File: config.mk
export PLATFORM = sky130hd
export DESIGN_NAME = intr_entry_ctrl
export DESIGN_NICKNAME = d
export VERILOG_FILES = /design/src/rtl/intr_entry_ctrl.sv
export SDC_FILE = /design/constraint.sdc
export NUM_CORES = 1
export LEC_CHECK = 0
export ABC_CLOCK_PERIOD_IN_PS = 1300
export BUFFER_PORTS_ARGS = -buffer_cell sky130_fd_sc_hd__buf_2
export CAP_MARGIN = 0
export CORE_MARGIN = 4
export CORE_UTILIZATION = 39
export DETAILED_ROUTE_END_ITERATION = 10
export HOLD_SLACK_MARGIN = 0.03
export MAX_ROUTING_LAYER = met4
export PLACE_DENSITY_LB_ADDON = 0.25
export SETUP_SLACK_MARGIN = 0.15
export SLEW_MARGIN = 10
export SYNTH_ARGS = -nofsm -noshare
export SYNTH_HDL_FRONTEND = slang
export SYNTH_SLANG_ARGS = --single-unit
File: constraint.sdc
create_clock -name clk -period 1.3 [get_ports clk]
set_input_delay 0.065 -clock clk [delete_from_list [all_inputs] [get_ports clk]]
set_output_delay 0.065 -clock clk [all_outputs]
set_load 0.01 [all_outputs]
File: src/rtl/intr_entry_ctrl.sv
// Interrupt-entry sequencer: drains the pipe, flushes front-end registers, pushes the return PC
// and redirects fetch to the vector. Optional macro IRQ_SYNC_EN adds a 2-flop irq synchronizer.
module intr_entry_ctrl #(
  parameter int unsigned          PC_W     = 8,
  parameter logic [PC_W-1:0]      VEC_ADDR = 8'h01
) (
  input  logic            clk,
  input  logic            rst,
  input  logic            irq,
  input  logic [PC_W-1:0] pc_cur,
  input  logic            pipe_busy,
  input  logic            rti_retire,
  input  logic            stk_gnt,
  output logic            stall_pc,
  output logic            flush_if_id,
  output logic            flush_id_ex,
  output logic            int_signal,
  output logic            stk_req,
  output logic [PC_W-1:0] stk_wdata,
  output logic            pc_load_vec,
  output logic [PC_W-1:0] vec_addr,
  output logic            in_isr,
  output logic [2:0]      dbg_state
);

  typedef enum logic [2:0] {
    IDLE   = 3'd0,
    DRAIN  = 3'd1,
    FLUSH  = 3'd2,
    PUSH   = 3'd3,
    VECTOR = 3'd4
  } state_t;

  state_t            state_q, state_d;
  logic              in_isr_q, in_isr_d;
  logic [PC_W-1:0]   stk_wdata_q, stk_wdata_d;
  logic              irq_q;

`ifdef IRQ_SYNC_EN
  logic sync1_q, sync1_d;
  logic sync2_q, sync2_d;

  always_comb begin
    sync1_d = irq;
    sync2_d = sync1_q;
  end

  always_ff @(posedge clk) begin
    if (rst) begin
      sync1_q <= 1'b0;
      sync2_q <= 1'b0;
    end else begin
      sync1_q <= sync1_d;
      sync2_q <= sync2_d;
    end
  end

  assign irq_q = sync2_q;
`else
  assign irq_q = irq;
`endif

  // Stack push handshake: stk_req stays high with stk_wdata stable until a cycle in which
  // stk_gnt is also high; that rising edge completes the push (same-cycle grant accepted).
  always_comb begin
    state_d     = state_q;
    in_isr_d    = in_isr_q;
    stk_wdata_d = stk_wdata_q;
    unique case (state_q)
      // An RTI retiring this cycle unmasks immediately so a held irq re-enters next cycle.
      IDLE:    if (irq_q && (!in_isr_q || rti_retire)) state_d = DRAIN;
      DRAIN:   if (!pipe_busy) state_d = FLUSH;
      FLUSH: begin
        stk_wdata_d = pc_cur;
        state_d     = PUSH;
      end
      PUSH:    if (stk_gnt) state_d = VECTOR;
      VECTOR:  state_d = IDLE;
      default: state_d = IDLE;
    endcase
    if (rti_retire) in_isr_d = 1'b0;
    if (state_q == VECTOR) in_isr_d = 1'b1;
  end

  always_ff @(posedge clk) begin
    if (rst) begin
      state_q     <= IDLE;
      in_isr_q    <= 1'b0;
      stk_wdata_q <= '0;
    end else begin
      state_q     <= state_d;
      in_isr_q    <= in_isr_d;
      stk_wdata_q <= stk_wdata_d;
    end
  end

  always_comb begin
    stall_pc    = 1'b0;
    flush_if_id = 1'b0;
    flush_id_ex = 1'b0;
    int_signal  = 1'b0;
    stk_req     = 1'b0;
    pc_load_vec = 1'b0;
    unique case (state_q)
      IDLE:   ;
      DRAIN:  stall_pc = 1'b1;
      FLUSH: begin
        stall_pc    = 1'b1;
        flush_if_id = 1'b1;
        flush_id_ex = 1'b1;
        int_signal  = 1'b1;
      end
      PUSH: begin
        stall_pc = 1'b1;
        stk_req  = 1'b1;
      end
      VECTOR: pc_load_vec = 1'b1;
      default: ;
    endcase
  end

  assign stk_wdata = stk_wdata_q;
  assign in_isr    = in_isr_q;
  assign vec_addr  = VEC_ADDR;
  assign dbg_state = state_q;

endmodule
==> results of run 1 <==
-- worst paths after layout --
check,start,to,slack [ps],depth (start not counted)
worst min-delay path,pc_cur[7],stk_wdata[7],40,3
worst min register to register,stk_wdata[7],stk_wdata[7],470,2
worst max-delay path,dbg_state[1],flush_if_id,50,3
worst max register to register,dbg_state[1],stk_wdata[4],70,5
-- cells in the mapped netlist --
cell	number	area share [%]
a21oi_2	8	12
nor2_1	4	2.6
nand3b_1	1	1.3
conb_1	2	1.3
nor2b_1	1	1.1
nor3_1	2	1.7
inv_1	1	0.65
nand3_1	1	0.86
clkinv_8	1	2.8
dfxtp_1	12	41
buf_6	1	1.9
nand2b_1	1	1.1
o21ai_0	1	0.86
or3b_1	1	1.5
buf_1	1	0.65
nand2_2	1	1.1
a21oi_1	3	2.6
nand2_1	18	12
buf_4	10	13
-- timing repair --
| item | in CTS | in global routing |
|---|---|---|
| pin swaps | 2 | 2 |
| setup endpoints to repair | 12 | 12 |
| buffers inserted | 5 | 0 |
| hold endpoints to repair | 1 | 2 |
| resized for setup | 7 | 2 |
| hold buffers | 1 | 2 |
-- cell families (layout without fill, tap and decap cells) --
kind of cell,after synthesis,after routing
simple gates,30,30
flops,12,12
compound gates,12,12
other cells,2,8
buf+inv,14,46
-- metal layers --
| layer | routed length (µm) | vias up | track usage (%) | share of wire (%) |
|---|---|---|---|---|
| met5 | 0 | - | - | 0 |
| met4 | 12 | 0 | 8.52 | 0.91 |
| met3 | 165 | 2 | 4.30 | 13 |
| met2 | 592 | 28 | 24.2 | 45 |
| met1 | 549 | 237 | 15.4 | 42 |
| li1 | - | 280 | - | - |
-- power by group through the flow --
stage	sequential [mW]	clock (mW)	combinational, mW
2_1_floorplan	0.413	0	0.0996
3_3_place_gp	0.402	0	0.142
3_5_place_dp	0.402	0	0.143
4_1_cts	0.389	0.297	0.174
5_1_grt	0.393	0.323	0.199
6_report	0.390	0.287	0.181
-- layout make-up --
| cell class | instances | area, µm² | share of cell area (%) |
|---|---|---|---|
| Multi-Input combinational cell | 50 | 265 | 31.5 |
| Tap cell | 15 | 18.8 | 2.23 |
| Inverter | 2 | 20.0 | 2.38 |
| Sequential cell | 12 | 249 | 29.6 |
| Timing Repair Buffer | 40 | 253 | 30.0 |
| Clock buffer | 4 | 36.3 | 4.31 |
-- cell usage in the layout (no fill, tap or decap), types with 3 or more instances in the layout --
cell type      synthesis  final
a21oi_1                3      3
a21oi_2                8      8
buf_2                  0     28
buf_4                 10      5
buf_6                  1      4
clkbuf_4               0      3
conb_1                 2      8
dfxtp_1               12      9
dlygate4sd3_1          0      3
nand2_1               18     17
nor2_1                 4      3
-- state kept, by name (all words and copies together) (netlist names) --
register / cells
in_isr: 1
stk_wdata: 8
dbg_state: 3
-- worst max-delay path, cell delays in order (launching register included) --
cell      delay (ps)
dfxtp_4          340
or3b_4           410
clkinv_8          70
buf_6             90
-- metrics by stage --
stage          hold slack (ps)  std cells  TNS (ps)
6_report                  41.7        123         0
5_1_grt                   32.6        123     -25.9
4_1_cts                   32.3        121         0
3_5_place_dp               314        111     -12.0
3_3_place_gp               308        111         0
2_1_floorplan              132         76         0
==> run metrics, run 1 <==
Hold Path Class=primary input to flop; Detailed Place HPWL=928 µm; Simple-Gate Fraction of Synth Area=22.8%; vias in the first global route=532; Cell Int Power=0.637 mW; Post-Synth Adder-Cell Area=0%; IO Port Bufs=31; Warnings, synthesis=0; IO Pins=40; Mean Syn Cell Area=8.29 µm²; portion of netlist area occupied by mux cells=0%; total number of vias=~550; CP Capture Type=output port; DRC=0; Synth Instances=70; core area=roughly 1400 µm²; DR vias/cell=4.45; post-route cell area=about 840 µm²; largest net degree at the start of global routing=13; drt wl/cell=10.7 µm; DR iter-0 viols=1; Area Overhead vs Synth=45.0%; Setup CP Type=flop to output port; Sw Share=25.8%; clock buffer depth=2; final core utilization=62.4%; outcome=completed; Synth Register Bits=12; unrepaired setup endpoints after global routing=yes; main combinational cell family by area after synthesis=simple AND/OR/NAND/NOR gates; gr usage total=14.7%; Initial Utilization=43.0%; clock root buffer=clkbuf_4; Final Hold Viols=0; placed cell areas=701 µm²; Worst EP arrival=between 1000 and 1500 ps; Max Cap Viol=0; Final Cycle Share=96.4%; Yosys cell types=19; setup slack at placement=-7.60 ps; sinks on the clock net=12; fin nets=between 100 and 150; fin worst setup slack=46.4 ps; pwr dens=1020 nW/µm²; 1st-pass router iterations=3; WL final=1320 µm; clk_lat worst skew=260 ps; Seq pwr share=between 40 and 50%; Design Power=0.859 mW; number of fillers in the final layout=121; first-pass GRT wire length=2170 µm; share of layout cells above drive strength 1=52.8%; GP Congestion=0.725; Final setup viols=0; net switching power=around 0.22 mW; Startpoint Class=flop; clock buffer count from CTS=3; DIE AREA=about 2200 µm²; final setup skew=2.58 ps; Die Ht=between 40 and 50 µm; Synth Area in Compound Gates=15.5%; P_leak=approximately 0.42 nW; antenna violations before repair=0; synthesized area=581 µm²; Seq/Total Area, Yosys=41.4%; antenna cells=0; combinational power share=21.1%; Clock power frac=33.5%; Final Max Tran Viols=0; worst vdd rail ir drop=669 µV; CP max FO=5; CTS tree=yes; fmax=approximately 800 MHz; post-synthesis xor/xnor area fraction=0%; H-tree depth=1; Rows=13; fin crit period=1250 ps; total congestion overflow=0; ANT nets after route=0; Required @ worst endpoint=1240 ps; Die X-Extent=46.6 µm; CTS clk-pin slew, worst paths=70 ps
Power figures use the tool's default switching activity.
==> run 2: changes to the inputs <==
- CORE_UTILIZATION: 39 -> 25
==> run metrics, run 2 (synthesized netlist as in run 1, its figures left out) <==
outcome=completed; DIE AREA=3160 µm² (+46%); Worst Hold Depth=3 (unchanged); core area=2210 µm² (+64%); worst r2r path cells=4 (-1); Final Hold Viols=0 (unchanged); final setup skew=3.99 ps (+1.41 ps); P_leak=0.420 nW (+1.1%); Startpoint Class=flop; Detailed Place HPWL=958 µm (+3.2%); 1st-pass router iterations=4 (+1); H-tree depth=1 (unchanged); CP Capture Type=output port; Required @ worst endpoint=1240 ps (about the same); number of fillers in the final layout=240 (+98%); Final setup viols=0 (unchanged); ANT nets after route=0 (unchanged); pwr dens=1000 nW/µm² (-1.8%); largest net degree at the start of global routing=13 (unchanged); clock buffer count from CTS=3 (unchanged); clock buffer depth=2 (unchanged); WL met2=677 µm (+14%); CP max FO=7 (+2); Initial Utilization=26.2% (-17 points); sequential cell area=249 µm² (unchanged); antenna cells=0 (unchanged); CTS tree=yes; Design Power=0.865 mW (+0.79%); worst vdd rail ir drop=439 µV (-34%); WHS Endpoint=stk_wdata[7]; FF-to-FF Start=dbg_state[0]; vias in the first global route=530 (-0.38%); IO Pins=40 (unchanged); fin nets=124 (+0.81%); Area Overhead vs Synth=48.9%; max reg flops=8 (unchanged); Final Cycle Share=97.5% (+1.1 points); Multi-input gate area=265 µm² (unchanged); Rows=17 (+4); Met3 Wirelength=137 µm (-17%); DR iter-0 viols=13 (+12); IO Port Bufs=31 (unchanged); FF-to-FF End=stk_wdata[4]; Worst EP arrival=1200 ps (about the same); Die X-Extent=56.2 µm (+21%); fin crit period=1270 ps (+14.5 ps); drt wl/cell=10.1 µm (-5.6%); WL final=1390 µm (+5.2%); routed length on met1=572 µm (+4.2%); most frequent cells in the layout=buf_2, nand2_1, dfxtp_1, a21oi_2, conb_1; fmax=789 MHz (-1.1%); min-delay src=pc_cur[7]; total number of vias=543 (-0.73%); Max Cap Viol=0 (unchanged); register-to-register setup slack=100 ps (+30 ps); final core utilization=39.1% (-23 points); total congestion overflow=0 (unchanged); Die Ht=56.2 µm (+21%); top routing layer in use=met3; gr usage total=8.98% (-5.7 points); CTS clk-pin slew, worst paths=80 ps (about the same); GP Congestion=0.756 (+4.2%); most common cell after layout, fill and taps aside=buf_2; DRC=0 (unchanged); antenna violations before repair=0 (unchanged); first-pass GRT wire length=2190 µm (+0.97%); unrepaired setup endpoints after global routing=yes; Final Max Tran Viols=0 (unchanged); clk_lat worst skew=270 ps (about the same); DR vias/cell=3.96 (-11%); Setup CP Type=flop to output port; Hold Path Class=primary input to flop; CP Launch Point=dbg_state[0]; clock root buffer=clkbuf_4; share of layout cells above drive strength 1=52.3% (-0.48 points); sinks on the clock net=12 (unchanged)
-- run 2: worst max-delay path by stage --
stage	end	slack (ps)
detailed placement	stk_wdata[1]	-20
finish	int_signal	30
global placement	stk_wdata[0]	20
CTS	flush_if_id	-7
global route	int_signal	-20
floorplan	stk_wdata[0]	150
-- run 2: per-stage QoR --
| step | instance area, µm² | hold WS (ps) | cells | setup TNS [ps] | setup WS, ps |
|---|---|---|---|---|---|
| 2_1_floorplan | 609 | 132 | 76 | 0 | 146 |
| 3_3_place_gp | 717 | 314 | 124 | 0 | 15.1 |
| 3_5_place_dp | 717 | 314 | 124 | -74.9 | -16.9 |
| 4_1_cts | 865 | 30.5 | 137 | -19.7 | -7.33 |
| 5_1_grt | 865 | 32.4 | 137 | -39.3 | -15.1 |
| 6_report | 865 | 41.3 | 137 | 0 | 31.9 |
-- run 2: repair_timing --
action | CTS | global route
setup buffers | 5 | 0
gates resized for setup | 8 | 0
pin swaps | 2 | 1
gates cloned | 0 | 0
hold endpoints to repair | 4 | 0
hold buffers | 4 | 0
setup endpoints to repair | 12 | 12
-- run 2: critical path, stage by stage (launching register included) --
cell,delay [ps]
dfxtp_2,320
or3b_4,430
clkinv_8,80
buf_6,100
-- run 2: per-layer routing --
layer	global-route usage, %	up-vias
met5	-	-
met4	4.07	0
met3	2.78	0
met2	14.4	26
met1	10.2	236
li1	-	281
-- run 2: final cells by class --
cell class              instances  share of cell area [%]
flip-flops and latches         12                    28.8
multi-input cells              50                    30.7
repair buffers                 41                    30.0
well taps                      28                    4.05
clock buffers                   4                    4.20
inverters                       2                    2.32
-- run 2: power breakdown --
| part | switching, mW | total (mW) | internal [mW] |
|---|---|---|---|
| clock | 0.121 | 0.291 | 0.170 |
| combinational | 0.0973 | 0.185 | 0.0876 |
| sequential | 0.00748 | 0.389 | 0.382 |
| total | 0.226 | 0.865 | 0.639 |
==> run 3: changes to the inputs <==
- BUFFER_PORTS_ARGS: -buffer_cell sky130_fd_sc_hd__buf_2 -> -buffer_cell sky130_fd_sc_hd__buf_4
- CTS_CLUSTER_DIAMETER: not set -> 50
==> run metrics, run 3 (synthesized netlist as in run 1, its figures left out) <==
outcome=completed; unrepaired setup endpoints after global routing=yes; largest net degree at the start of global routing=13 (unchanged); antenna cells=0 (unchanged); core area=2210 µm² (unchanged); total number of vias=542 (-0.18%); FF-to-FF Start=dbg_state[1]; DRC=0 (unchanged); sinks on the clock net=12 (unchanged); Hold Path Class=primary input to flop; Clock power frac=27.5% (-6.2 points); number of fillers in the final layout=246 (+2.5%); GP Congestion=0.744 (-1.5%); Startpoint Class=flop; antenna violations before repair=0 (unchanged); Rows=17 (unchanged); dpl cells=125 (+0.81%); P_leak=0.420 nW (about the same); ANT nets after route=0 (unchanged); DR iter-0 viols=4 (-9); share of layout cells above drive strength 1=54.2% (+1.9 points); Die Ht=56.2 µm (unchanged); gr usage total=9.03% (+0.044 points); Required @ worst endpoint=1240 ps (about the same); Seq pwr share=47.6% (+2.6 points); 1st-pass router iterations=3 (-1); net switching power=0.215 mW (-4.8%); WL final=1390 µm (+0.43%); Area Overhead vs Synth=55.2%; IO Pins=40 (unchanged); FF-to-FF End=stk_wdata[4]; fmax=795 MHz (+0.83%); Detailed Place HPWL=1020 µm (+7.0%); drt wl/cell=10.3 µm (+1.9%); Initial Utilization=26.2% (unchanged); most frequent cells in the layout=buf_4, nand2_1, dfxtp_1, a21oi_2, conb_1; Final Hold Viols=0 (unchanged); Worst EP arrival=1190 ps (about the same); Post-CTS Hold Fix Bufs=0 (-4); pwr dens=916 nW/µm² (-8.4%); register-to-register setup slack=120 ps (+20 ps); combinational power share=24.9% (+3.5 points); WHS=45.8 ps (+4.47 ps); max reg flops=8 (unchanged); IO Port Bufs=31 (unchanged); worst r2r path cells=4 (unchanged); Setup CP Type=flop to output port; sequential cell area=246 µm² (-1.0%); Non-Filler Instances=135 (-1.5%); DIE AREA=3160 µm² (unchanged); CTS clk-pin slew, worst paths=70 ps (about the same); final setup skew=3.55 ps (-0.439 ps); WHS Endpoint=stk_wdata[2]; Worst Hold Depth=3 (unchanged); CP Capture Type=output port; Die X-Extent=56.2 µm (unchanged); Sw Share=26.1% (-0.066 points); CTS tree=yes; vias in the first global route=532 (+0.38%); total congestion overflow=0 (unchanged); first-pass GRT wire length=2270 µm (+3.8%); DR vias/cell=4.01 (+1.3%); worst vdd rail ir drop=438 µV (-0.23%); clock buffer count from CTS=3 (unchanged); H-tree depth=1 (unchanged); fin crit period=1260 ps (-10.4 ps); most common cell after layout, fill and taps aside=buf_4; clock buffer depth=2 (unchanged); Max Cap Viol=0 (unchanged); Multi-input gate area=265 µm² (unchanged); CP max FO=7 (unchanged); setup TNS=0 ps (unchanged); Final Max Tran Viols=0 (unchanged); Final setup viols=0 (unchanged); min-delay src=pc_cur[2]; Cell Int Power=0.611 mW (-4.5%); fin nets=122 (-1.6%); clk_lat worst skew=260 ps (about the same); clock root buffer=clkbuf_4; Final Cycle Share=96.7% (-0.80 points)
==> run 3: cell count changes in the layout (fill, tap and decap cells not counted), sizes merged <==
cell / before / now
buf: 37 / 39
dlygate4sd3: 4 / 0
==> run 3: power by group through the flow <==
stage                     clock (mW)  sequential, mW  combinational (mW)
final                          0.227           0.393               0.206
after global routing           0.252           0.395               0.226
after CTS                      0.241           0.392               0.200
after detailed placement           0           0.403               0.171
after global placement             0           0.403               0.171
after floorplan                    0           0.413              0.0996
==> run 3: what timing repair did <==
action | in CTS | in global routing
gates cloned | 0 | 0
pin swaps | 1 | 1
resized for setup | 7 | 1
endpoints found under the setup margin | 12 | 13
buffers inserted | 4 | 2
==> run 3: metrics by stage <==
stage / setup WS [ps] / area, µm² / utilization (%) / power (mW)
floorplan: 146 / 609 / - / 0.512
global placement: 5.66 / 802 / 36.3 / 0.574
detailed placement: -21.6 / 802 / 36.3 / 0.574
CTS: 23.9 / 882 / 39.9 / 0.833
global route: 5.74 / 901 / 40.7 / 0.872
finish: 42.3 / 901 / 40.7 / 0.826
==> run 3: critical path, stage by stage, from the launching register on <==
cell and delay (ps):
dfxtp_4 340, or3b_4 410, clkinv_8 80, buf_6 90
==> run 3: worst max-delay path by stage <==
stage                             from  slack [ps]           end  cells past startpoint
after floorplan           dbg_state[0]         150  stk_wdata[0]                      5
after detailed placement  dbg_state[1]         -20  stk_wdata[1]                      4
final                     dbg_state[1]          40   flush_if_id                      3
after global routing      dbg_state[1]           6    int_signal                      3
after CTS                 dbg_state[1]          20   flush_if_id                      3
after global placement    dbg_state[1]           6  stk_wdata[5]                      4
==> run 3: final cells by class <==
| cell class | instances | share of cell area [%] |
|---|---|---|
| timing repair buffer | 39 | 34.2 |
| multi-input combinational | 50 | 29.4 |
| sequential | 12 | 27.4 |
| tap | 28 | 3.89 |
| clock buffer | 4 | 2.92 |
| inverter | 2 | 2.22 |
==> run 3: per-layer routing <==
| metal | GRT usage (%) | vias to the layer above | wire (µm) |
|---|---|---|---|
| li1 | - | 277 | - |
| met5 | - | - | 0 |
| met2 | 13.9 | 26 | 669 |
| met1 | 10.9 | 239 | 576 |
| met3 | 3.25 | 0 | 147 |
| met4 | 3.05 | 0 | 0 |
